### config.mk
export PLATFORM = sky130hd
export DESIGN_NAME = ifm_feeder
export DESIGN_NICKNAME = d
export VERILOG_FILES = /design/src/rtl/ifm_feeder.sv
export SDC_FILE = /design/constraint.sdc
export NUM_CORES = 1
export LEC_CHECK = 0
export BUFFER_PORTS_ARGS = -buffer_cell sky130_fd_sc_hd__buf_4
export CORE_MARGIN = 4
export CORE_UTILIZATION = 59
export DETAILED_ROUTE_END_ITERATION = 7
export PLACE_DENSITY = 0.83
export SYNTH_ARGS = -nofsm -noshare
export SYNTH_HDL_FRONTEND = slang
export SYNTH_SLANG_ARGS = --single-unit
### constraint.sdc
create_clock -name clk -period 4.9 [get_ports clk]
set_input_delay 0.49 -clock clk [delete_from_list [all_inputs] [get_ports clk]]
set_output_delay 0.49 -clock clk [all_outputs]
set_load 0.03 [all_outputs]
### src/rtl/ifm_feeder.sv
// ifm_feeder: streams a signed 8-bit IMG_W x IMG_H IFM tile from the IFM SRAM, row-major, into the 3-tap shift buffer.
// Latency: first ifm_read two clock edges after the accepted start, then one byte per unstalled cycle with no bubbles.
// Backpressure: shared stall freezes issue and the output register; the single in-flight read lands in a 1-entry skid.
//
// Ports:
//   clk, rst_n             clock (rising edge), asynchronous active-low reset
//   stall                  global pipeline stall, same net the shift buffer sees
//   start, base_addr       one-cycle start pulse (IDLE only) and SRAM address of pixel (0,0)
//   busy, done             tile in progress / one-cycle pulse after the last byte transfers
//   sram_en, sram_addr     SRAM read request; sram_rdata returns exactly one cycle later
//   ifm_input, ifm_read    registered byte and shift strobe; a byte moves when ifm_read=1 and stall=0
//
// Build option: define IFM_FEEDER_ZERO_PAD_EN to wrap the tile in a 1-pixel zero border,
// emitting (IMG_W+2)x(IMG_H+2) bytes. Left undefined, no pad logic exists.

module ifm_feeder #(
  parameter int ADDR_W = 12,
  parameter int IMG_W  = 16,
  parameter int IMG_H  = 16
) (
  input  logic                clk,
  input  logic                rst_n,
  input  logic                stall,
  input  logic                start,
  input  logic [ADDR_W-1:0]   base_addr,
  output logic                busy,
  output logic                done,
  output logic                sram_en,
  output logic [ADDR_W-1:0]   sram_addr,
  input  logic [7:0]          sram_rdata,
  output logic signed [7:0]   ifm_input,
  output logic                ifm_read
);

`ifdef IFM_FEEDER_ZERO_PAD_EN
  localparam int COLS = IMG_W + 2;
  localparam int ROWS = IMG_H + 2;
`else
  localparam int COLS = IMG_W;
  localparam int ROWS = IMG_H;
`endif

  // One spare count so the row counter can step past the last row without overflow.
  localparam int COL_W = $clog2(COLS + 1);
  localparam int ROW_W = $clog2(ROWS + 1);
  localparam logic [COL_W-1:0] COL_LAST = COL_W'(COLS - 1);
  localparam logic [ROW_W-1:0] ROW_LAST = ROW_W'(ROWS - 1);

  typedef enum logic [1:0] {
    S_IDLE,
    S_ISSUE,
    S_DRAIN,
    S_FIN
  } state_t;

  state_t            state_q, state_d;
  logic [ROW_W-1:0]  row_q, row_d;
  logic [COL_W-1:0]  col_q, col_d;
  logic [ADDR_W-1:0] ptr_q, ptr_d;
  logic              rd_pend_q, rd_pend_d;
  logic              skid_vld_q, skid_vld_d;
  logic [7:0]        skid_dat_q, skid_dat_d;
  logic              ifm_vld_q, ifm_vld_d;
  logic [7:0]        ifm_dat_q, ifm_dat_d;
`ifdef IFM_FEEDER_ZERO_PAD_EN
  logic              pad_pend_q, pad_pend_d;
  logic              border;
`endif

  logic              issue;
  logic              last_pos;
  logic              drain_done;
  logic [7:0]        rd_byte;

  // Issue stage. Every position (border or interior) takes one issue slot so that
  // border zeros travel down the same two-stage pipe as SRAM bytes and keep order.
  // The skid can only be full on the first unstalled cycle after a stall, and it
  // empties into the output register on that very cycle, so gating issue on stall
  // alone never lets a second read collide with a held skid byte.
  always_comb begin
    issue    = (state_q == S_ISSUE) && !stall;
    last_pos = (row_q == ROW_LAST) && (col_q == COL_LAST);
`ifdef IFM_FEEDER_ZERO_PAD_EN
    border   = (row_q == '0) || (row_q == ROW_LAST) ||
               (col_q == '0) || (col_q == COL_LAST);
    sram_en  = issue && !border;
    rd_byte  = pad_pend_q ? 8'h00 : sram_rdata;
`else
    sram_en  = issue;
    rd_byte  = sram_rdata;
`endif
  end

  // The final byte is the one sitting in the output register with nothing behind it.
  always_comb begin
    drain_done = (state_q == S_DRAIN) && !rd_pend_q && !skid_vld_q &&
                 ifm_vld_q && !stall;
  end

  // Control FSM and position/address counters.
  always_comb begin
    state_d = state_q;
    row_d   = row_q;
    col_d   = col_q;
    ptr_d   = ptr_q;
    case (state_q)
      S_IDLE: begin
        if (start) begin
          state_d = S_ISSUE;
          row_d   = '0;
          col_d   = '0;
          ptr_d   = base_addr;
        end
      end
      S_ISSUE: begin
        if (issue) begin
          // Interior pixels are consecutive in SRAM, so a pointer replaces row*IMG_W+col.
          if (sram_en) begin
            ptr_d = ptr_q + ADDR_W'(1);
          end
          if (col_q == COL_LAST) begin
            col_d = '0;
            row_d = row_q + ROW_W'(1);
          end else begin
            col_d = col_q + COL_W'(1);
          end
          if (last_pos) begin
            state_d = S_DRAIN;
          end
        end
      end
      S_DRAIN: begin
        if (drain_done) begin
          state_d = S_FIN;
        end
      end
      S_FIN: begin
        state_d = S_IDLE;
      end
      default: begin
        state_d = S_IDLE;
      end
    endcase
  end

  // Return path: read data (or pad zero) arrives one cycle after issue. While stalled
  // the output register holds, so the returning byte parks in the skid; on release
  // the skid byte goes out first, ahead of anything issued later.
  always_comb begin
    rd_pend_d  = issue;
    skid_vld_d = skid_vld_q;
    skid_dat_d = skid_dat_q;
    ifm_vld_d  = ifm_vld_q;
    ifm_dat_d  = ifm_dat_q;
`ifdef IFM_FEEDER_ZERO_PAD_EN
    pad_pend_d = issue && border;
`endif
    if (stall) begin
      if (rd_pend_q) begin
        skid_vld_d = 1'b1;
        skid_dat_d = rd_byte;
      end
    end else if (skid_vld_q) begin
      ifm_vld_d  = 1'b1;
      ifm_dat_d  = skid_dat_q;
      skid_vld_d = 1'b0;
    end else if (rd_pend_q) begin
      ifm_vld_d  = 1'b1;
      ifm_dat_d  = rd_byte;
    end else begin
      ifm_vld_d  = 1'b0;
    end
  end

  always_ff @(posedge clk or negedge rst_n) begin
    if (!rst_n) begin
      state_q    <= S_IDLE;
      row_q      <= '0;
      col_q      <= '0;
      ptr_q      <= '0;
      rd_pend_q  <= 1'b0;
      skid_vld_q <= 1'b0;
      skid_dat_q <= '0;
      ifm_vld_q  <= 1'b0;
      ifm_dat_q  <= '0;
`ifdef IFM_FEEDER_ZERO_PAD_EN
      pad_pend_q <= 1'b0;
`endif
    end else begin
      state_q    <= state_d;
      row_q      <= row_d;
      col_q      <= col_d;
      ptr_q      <= ptr_d;
      rd_pend_q  <= rd_pend_d;
      skid_vld_q <= skid_vld_d;
      skid_dat_q <= skid_dat_d;
      ifm_vld_q  <= ifm_vld_d;
      ifm_dat_q  <= ifm_dat_d;
`ifdef IFM_FEEDER_ZERO_PAD_EN
      pad_pend_q <= pad_pend_d;
`endif
    end
  end

  assign busy      = (state_q == S_ISSUE) || (state_q == S_DRAIN);
  assign done      = (state_q == S_FIN);
  assign sram_addr = ptr_q;
  assign ifm_input = ifm_dat_q;
  assign ifm_read  = ifm_vld_q;

endmodule

==> results of run 1 <==
final timing paths:
| kind | from | end | slack (ns) | cells after the start |
|---|---|---|---|---|
| setup / recovery | state_q[1] | sram_en | 2.15 | 6 |
| hold / removal | rst_n | sram_addr[4] | 0.16 | 1 |
| setup reg to reg | state_q[1] | sram_addr[9] | 2.43 | 6 |
| hold reg to reg | skid_dat_q[0] | ifm_input[0] | 0.51 | 2 |
| max in group asynchronous | rst_n | skid_dat_q[5] | 4.36 | 1 |
| min in group clk | base_addr[5] | sram_addr[5] | 0.40 | 3 |
layer usage:
layer / up-vias / GRT usage
met5: - / 0
met4: 0 / 0.0585
met3: 6 / 0.0499
met2: 64 / 0.374
met1: 1017 / 0.325
li1: 1010 / -
area by class of cell:
type	count	area [um2]	area share
Inverter	8	30.0	0.0104
Multi-Input combinational cell	188	1250	0.432
Sequential cell	43	1080	0.371
Clock inverter	3	47.5	0.0164
Timing Repair Buffer	48	360	0.124
Tap cell	50	62.6	0.0216
Clock buffer	5	68.8	0.0237
sequential cells by signal, indices dropped and copies added, names as in the netlist:
signal / count
col_q: 5
ifm_input: 8
ifm_read: 1
rd_pend_q: 1
row_q: 5
skid_dat_q: 8
skid_vld_q: 1
sram_addr: 12
state_q: 2
power by group through the flow:
stage | Combinational [mW] | Sequential [mW] | Clock, mW
finish | 0.754 | 0.596 | 0.287
global route | 0.834 | 0.613 | 0.310
CTS | 0.759 | 0.592 | 0.289
detailed placement | 0.755 | 0.596 | 0
global placement | 0.732 | 0.593 | 0
floorplan | 0.446 | 0.672 | 0
cells in the mapped netlist, types with 3 or more instances:
library cell,instances
o21ai_0,19
mux2i_1,7
clkbuf_1,6
nand2_1,16
a21oi_1,22
nor3_1,5
nand2b_1,9
o22a_1,3
nor2_1,7
inv_1,8
dfrtp_1,43
nand3_1,13
nor2b_1,14
mux2_2,10
buf_2,3
o22ai_1,3
and3_1,5
ha_1,9
a22oi_1,11
cells by family (layout without fill, tap and decap cells):
| family | after synthesis | in the layout |
|---|---|---|
| buf+inv | 22 | 64 |
| compound gates | 76 | 76 |
| mux | 17 | 17 |
| flops | 43 | 43 |
| fa+ha+maj | 9 | 9 |
| simple gates | 86 | 86 |
per-stage QoR:
step | setup WS [ns] | cells | cell area, um2 | hold WS [ns] | power (mW)
after global placement | 2.54 | 337 | 2780 | 0.475 | 1.32
after floorplan | 2.98 | 253 | 2430 | 0.194 | 1.12
after detailed placement | 2.47 | 337 | 2780 | 0.492 | 1.35
after global routing | 1.99 | 345 | 2900 | 0.205 | 1.76
final | 2.15 | 345 | 2900 | 0.164 | 1.64
after CTS | 2.16 | 345 | 2900 | 0.194 | 1.64
==> qor.yml, run 1 <==
synthesis:
  synth_simple_gate_area_frac: 0.198
  synthMuxAreaShare: 0.0750
  yosys.area_share.adder: 0.0462
  synth_edf_count: 0
  synth_top_family_by_area: "simple AND/OR/NAND/NOR gates"
  syn-instance-count: 253
  synth_nets: 286
  netlist_area_um2: 2430
  ys_top_cells_by_area: "dfrtp_1 (44%), ha_1 (4.6%), mux2_2 (4.6%), a21oi_1 (4.5%), o21ai_0 (3.9%)"
  async_flop_share: 1.00
  synth_top_flop_cell: "dfrtp_1"
  synth_top_area_share: 0.442
  ys_types: 48
  ys_seq_elements: 43
  yosysTopAreaCell: "dfrtp_1"
  ys_warn_count: 0
  synth-xor-area-share: 0
  synth_compound_area_frac: 0.195
  ys_seq_area_frac: 0.442
  synth_area_per_cell_um2: 9.62
critical_path:
  cp-start-kind: "flip-flop"
  slowest_stage: "ha_1"
  endpoint_kind: "output port"
  crit_fanout: 20
  path_delay_family: "buffers and inverters"
  crit_required_ns: 4.41
  slowest_delay_ns: 0.49
  cp_num_buf_inv: 4
  cp.arrival_ns: 2.26
  path_class: "flip-flop to output port"
  cp_cell_sequence: "inv_1 > ha_1 > buf_4 > inv_1 > nor2_1 > buf_4"
grt:
  grt_start_max_net_pins: 44
  grt_pass1_wl_um: 9540
  grt.overflow.total: 0
  grt_pass1_vias: 2022
  antenna_found_initial: 0
  track_usage: 0.234
sta:
  fmaxAchievable_ghz: 0.363
  slew_headroom: 0.550
  finClkSkew_ns: 0.00746
  period_share: 0.562
  hold_viol_final: 0
  rsz0062_at_grt: "no"
  worstMarginPinSlew_ns: 0.673
  setup_viol: 0
  min_period_ns: 2.75
  final_max_slew_viol_count: 0
  finalSetupTns_ns: 0
placement:
  dp_hpwl_um: 3900
  io_buffers: 47
  gp_congestion: 0.770
final_layout:
  final_cell_mix: "buf_4 (48), dfrtp_1 (43), a21oi_1 (22)"
  final_common_cell: "buf_4"
  layout-drive-gt1-share: 0.241
  fillCellCount: 291
  diodes: 0
  fin_util: 0.725
  fin_nets: 327
  area_delta_synth_final_pct: 19.1
clock_tree:
  holdBufCountCts: 0
  cts.path.max_buffers: 2
  cts_made_buffers: 5
  post_cts_resized: 0
  cts_setup_buffers: 0
  cts_tree: "done"
  insertion_delay_ns: 0.30
  clock-sinks: 43
  cts_max_level: 2
  cts_root_buf: "clkbuf_8"
  clk_pin_slew_ns: 0.09
detailed_routing:
  num_vias: 2097
  first_pass_iters: 4
  wl_um: 5620
  viasPerCell: 6.08
  ant_nets: 0
  first_iter_violations: 205
  top_layer: "met4"
  met2_wirelength_um: 2790
  drc: 0
  dr_wl_met3_um: 322
  wirelength_met1_um: 2460
  avgRoutedWirePerCell_um: 16.3
floorplan:
  die_y_um: 72.2
  core-area_um2: 4000
  rows: 23
  initial_core_util: 0.609
  die_area_um2: 5220
  io_pins: 48
  die_width_um: 72.2
power_and_ir_drop:
  switching_share: 0.424
  pwr-share-seq: 0.364
  vdd_drop_max_mv: 0.341
  cellPowerDensity_nw_per_um2: 565
  leakage_nw: 1.30
  power_frac_clock: 0.175
  comb_power_share: 0.461
  p_int_uw: 943
  p_sw_uw: 694
run:
  drv_cap: 0
hold_path:
  hold_class: "input pin to asynchronous set/reset pin"
run_status:
  status: "finished, final reports clean"
Power figures use the tool's default switching activity.
==> inputs of run 2 (changes only) <==
--- a/config.mk
+++ b/config.mk
@@ -7,9 +7,9 @@
 export LEC_CHECK = 0
 export BUFFER_PORTS_ARGS = -buffer_cell sky130_fd_sc_hd__buf_4
 export CORE_MARGIN = 4
-export CORE_UTILIZATION = 59
+export CORE_UTILIZATION = 50
 export DETAILED_ROUTE_END_ITERATION = 7
-export PLACE_DENSITY = 0.83
+export PLACE_DENSITY = 0.74
 export SYNTH_ARGS = -nofsm -noshare
 export SYNTH_HDL_FRONTEND = slang
 export SYNTH_SLANG_ARGS = --single-unit
==> constraint.sdc (replaced) <==
create_clock -name clk -period 2.3 [get_ports clk]
set_input_delay 0.23 -clock clk [delete_from_list [all_inputs] [get_ports clk]]
set_output_delay 0.23 -clock clk [all_outputs]
set_load 0.03 [all_outputs]
==> run 2 against run 1 <==
Net effect:
- clock-buffer cell count rose by 1
- clock power rose by 140%
- critical path type is now flip-flop to flip-flop
- worst hold slack got worse by 0.020 ns
- design area rose by 2.7%
- register-to-register slack got worse by 2.1 ns
- critical path depth did not move
- combinational power rose by 120%
- sequential power rose by 110%
==> qor.yml, run 2 (synthesis gave the netlist of run 1 again) <==
critical_path:
  slowest_stage: "dfrtp_1"
  cp-start-kind: "flip-flop"
  cp_cell_sequence: "inv_1 > ha_1 > buf_4 > o21ai_1 > and2_2 > mux2_2"
  endpoint_kind: "flip-flop"
  path_class: "flip-flop to flip-flop"
  slowest_delay_ns: 0.39  # -0.10 ns
  cp.arrival_ns: 2.14  # -0.12 ns
  critPathLaunch: "state_q[1]"
  r2r-start: "state_q[1]"
  crit_required_ns: 2.48  # -1.93 ns
  crit_fanout: 10  # -50%
detailed_routing:
  ant_nets: 0  # unchanged
  first_pass_iters: 4  # unchanged
  first_iter_violations: 119  # -42%
  num_vias: 2049  # -2.3%
  avgRoutedWirePerCell_um: 15.3  # -5.8%
  drc: 0  # unchanged
  viasPerCell: 5.58  # -8.1%
  wl_um: 5630  # +0.18%
power_and_ir_drop:
  cellPowerDensity_nw_per_um2: 1200  # +110%
  comb_power_share: 0.457  # -0.004
  pwr-share-seq: 0.350  # -0.014
  p_int_mw: 2.14  # +130%
  vdd_drop_max_mv: 0.467  # +37%
  leakage_nw: 1.33  # +2.4%
  switching_share: 0.401  # -0.0224
  power_frac_clock: 0.193  # +0.018
  p_sw_mw: 1.44  # +110%
floorplan:
  die_width_um: 77.8  # +7.7%
  die_y_um: 77.8  # +7.7%
  die_area_um2: 6050  # +16%
  initial_core_util: 0.515  # -0.0932
  core-area_um2: 4720  # +18%
  io_pins: 48  # unchanged
  rows: 25  # +8.7%
sta:
  finClkSkew_ns: 0.00325  # -0.00421 ns
  min_period_ns: 1.96
  setup_viol: 0  # unchanged
  finalSetupTns_ns: 0  # unchanged
  postLayoutSetupSlackWorst_ns: 0.341  # -1.81 ns
  final_max_slew_viol_count: 0  # unchanged
  period_share: 0.852
  worstMarginPinSlew_ns: 0.689  # +0.0156 ns
  rsz0062_at_grt: "no"
  fmaxAchievable_ghz: 0.510
  slew_headroom: 0.540  # -0.0104
  hold_viol_final: 0  # unchanged
clock_tree:
  clk_pin_slew_ns: 0.08  # about the same
  cts_setup_buffers: 0  # unchanged
  clock-sinks: 43  # unchanged
  insertion_delay_ns: 0.29  # about the same
  cts_max_level: 2  # unchanged
  cts.path.max_buffers: 2  # unchanged
  cts_root_buf: "clkbuf_8"
  cts_made_buffers: 5  # unchanged
  cts_tree: "done"
placement:
  dp_hpwl_um: 3880  # -0.35%
  placed_cell_area_um2: 2830  # +1.8%
  io_buffers: 47  # unchanged
  dp.cells: 358  # +6.2%
  gp_congestion: 0.851  # +11%
  post-place-ws_ns: 0.359  # -2.11 ns
grt:
  grt.overflow.total: 0  # unchanged
  grt_start_max_net_pins: 44  # unchanged
  gr-usage-met2: 0.304  # -0.0702
  grt_pass1_vias: 1926  # -4.7%
  grt_use_met1: 0.266  # -0.0584
  antenna_found_initial: 0  # unchanged
  grt_pass1_wl_um: 9470  # -0.72%
  busiest_layer: "met2"
  track_usage: 0.194  # -0.0391
  grtUsageMet3: 0.0510  # +0.00118
final_layout:
  multiInputGateArea_um2: 1250  # unchanged
  final_cell_mix: "buf_4 (52), dfrtp_1 (43), a21oi_1 (22)"
  layout-drive-gt1-share: 0.247  # +0.00599
  final_common_cell: "buf_4"
  fin_nets: 332  # +1.5%
  seq_area_um2: 1080  # unchanged
  largest_reg_flops: 12  # unchanged
  area_delta_synth_final_pct: 22.3
  final_cells: 367  # +6.4%
  diodes: 0  # unchanged
  fillCellCount: 403  # +38%
  finalInstanceArea_um2: 2980  # +2.7%
hold_path:
  worstHoldStart: "base_addr[5]"
  hold_class: "input pin to flip-flop"
run_status:
  status: "finished, final reports clean"
run:
  drv_cap: 0  # unchanged
-- run 2: layer usage --
layer  part of all wire  wire [um]  vias to the layer above
met5                  0          0                        -
met4             0.0073         41                        0
met3              0.047        263                        4
met2               0.47       2670                       47
met1               0.47       2650                      980
li1                   -          -                     1018
-- run 2: what timing repair did --
item,CTS,global route
hold buffers,1,0
gates resized for setup,0,0
endpoints found under the hold margin,43,0
endpoints found under the setup margin,0,0
-- run 2: worst paths after layout --
path / to / slack (ns) / cells past startpoint
setup / recovery: row_q[0] / 0.34 / 6
hold / removal: sram_addr[5] / 0.14 / 3
setup reg to reg: row_q[0] / 0.34 / 6
min in group asynchronous: sram_addr[4] / 0.46 / 2
max in group asynchronous: skid_dat_q[4] / 1.45 / 2
hold reg to reg: ifm_input[0] / 0.50 / 2
-- run 2: power groups by stage --
stage / registers [mW] / clock network [mW] / logic, mW
2_1_floorplan: 1.43 / 0 / 0.950
3_3_place_gp: 1.26 / 0 / 1.62
3_5_place_dp: 1.26 / 0 / 1.63
4_1_cts: 1.25 / 0.704 / 1.65
5_1_grt: 1.29 / 0.749 / 1.81
6_report: 1.25 / 0.690 / 1.64
-- run 2: worst max-delay path: cells and delay by family, from the launching register on --
family,cells,cell delay [ns]
buffers and inverters,2,0.28
flip-flops,1,0.39
adder cells (fa/ha/maj),1,0.25
AND/OR/NAND/NOR,1,0.29
AO/OA/AOI/OAI,1,0.29
multiplexers,1,0.34
-- run 2: layout make-up --
type,count,area share
multi-input combinational,188,0.421
sequential,43,0.361
timing repair buffer,53,0.135
tap,67,0.0282
clock buffer,6,0.0244
clock inverter,2,0.0202
inverter,8,0.0101
-- run 2: stage by stage --
step,total power [mW],utilization,hold WS (ns)
after detailed placement,2.90,0.600,0.257
final,3.58,0.630,0.144
after global routing,3.85,0.630,0.146
after CTS,3.60,0.630,0.135
after global placement,2.88,0.600,0.261
after floorplan,2.38,-,-0.0656
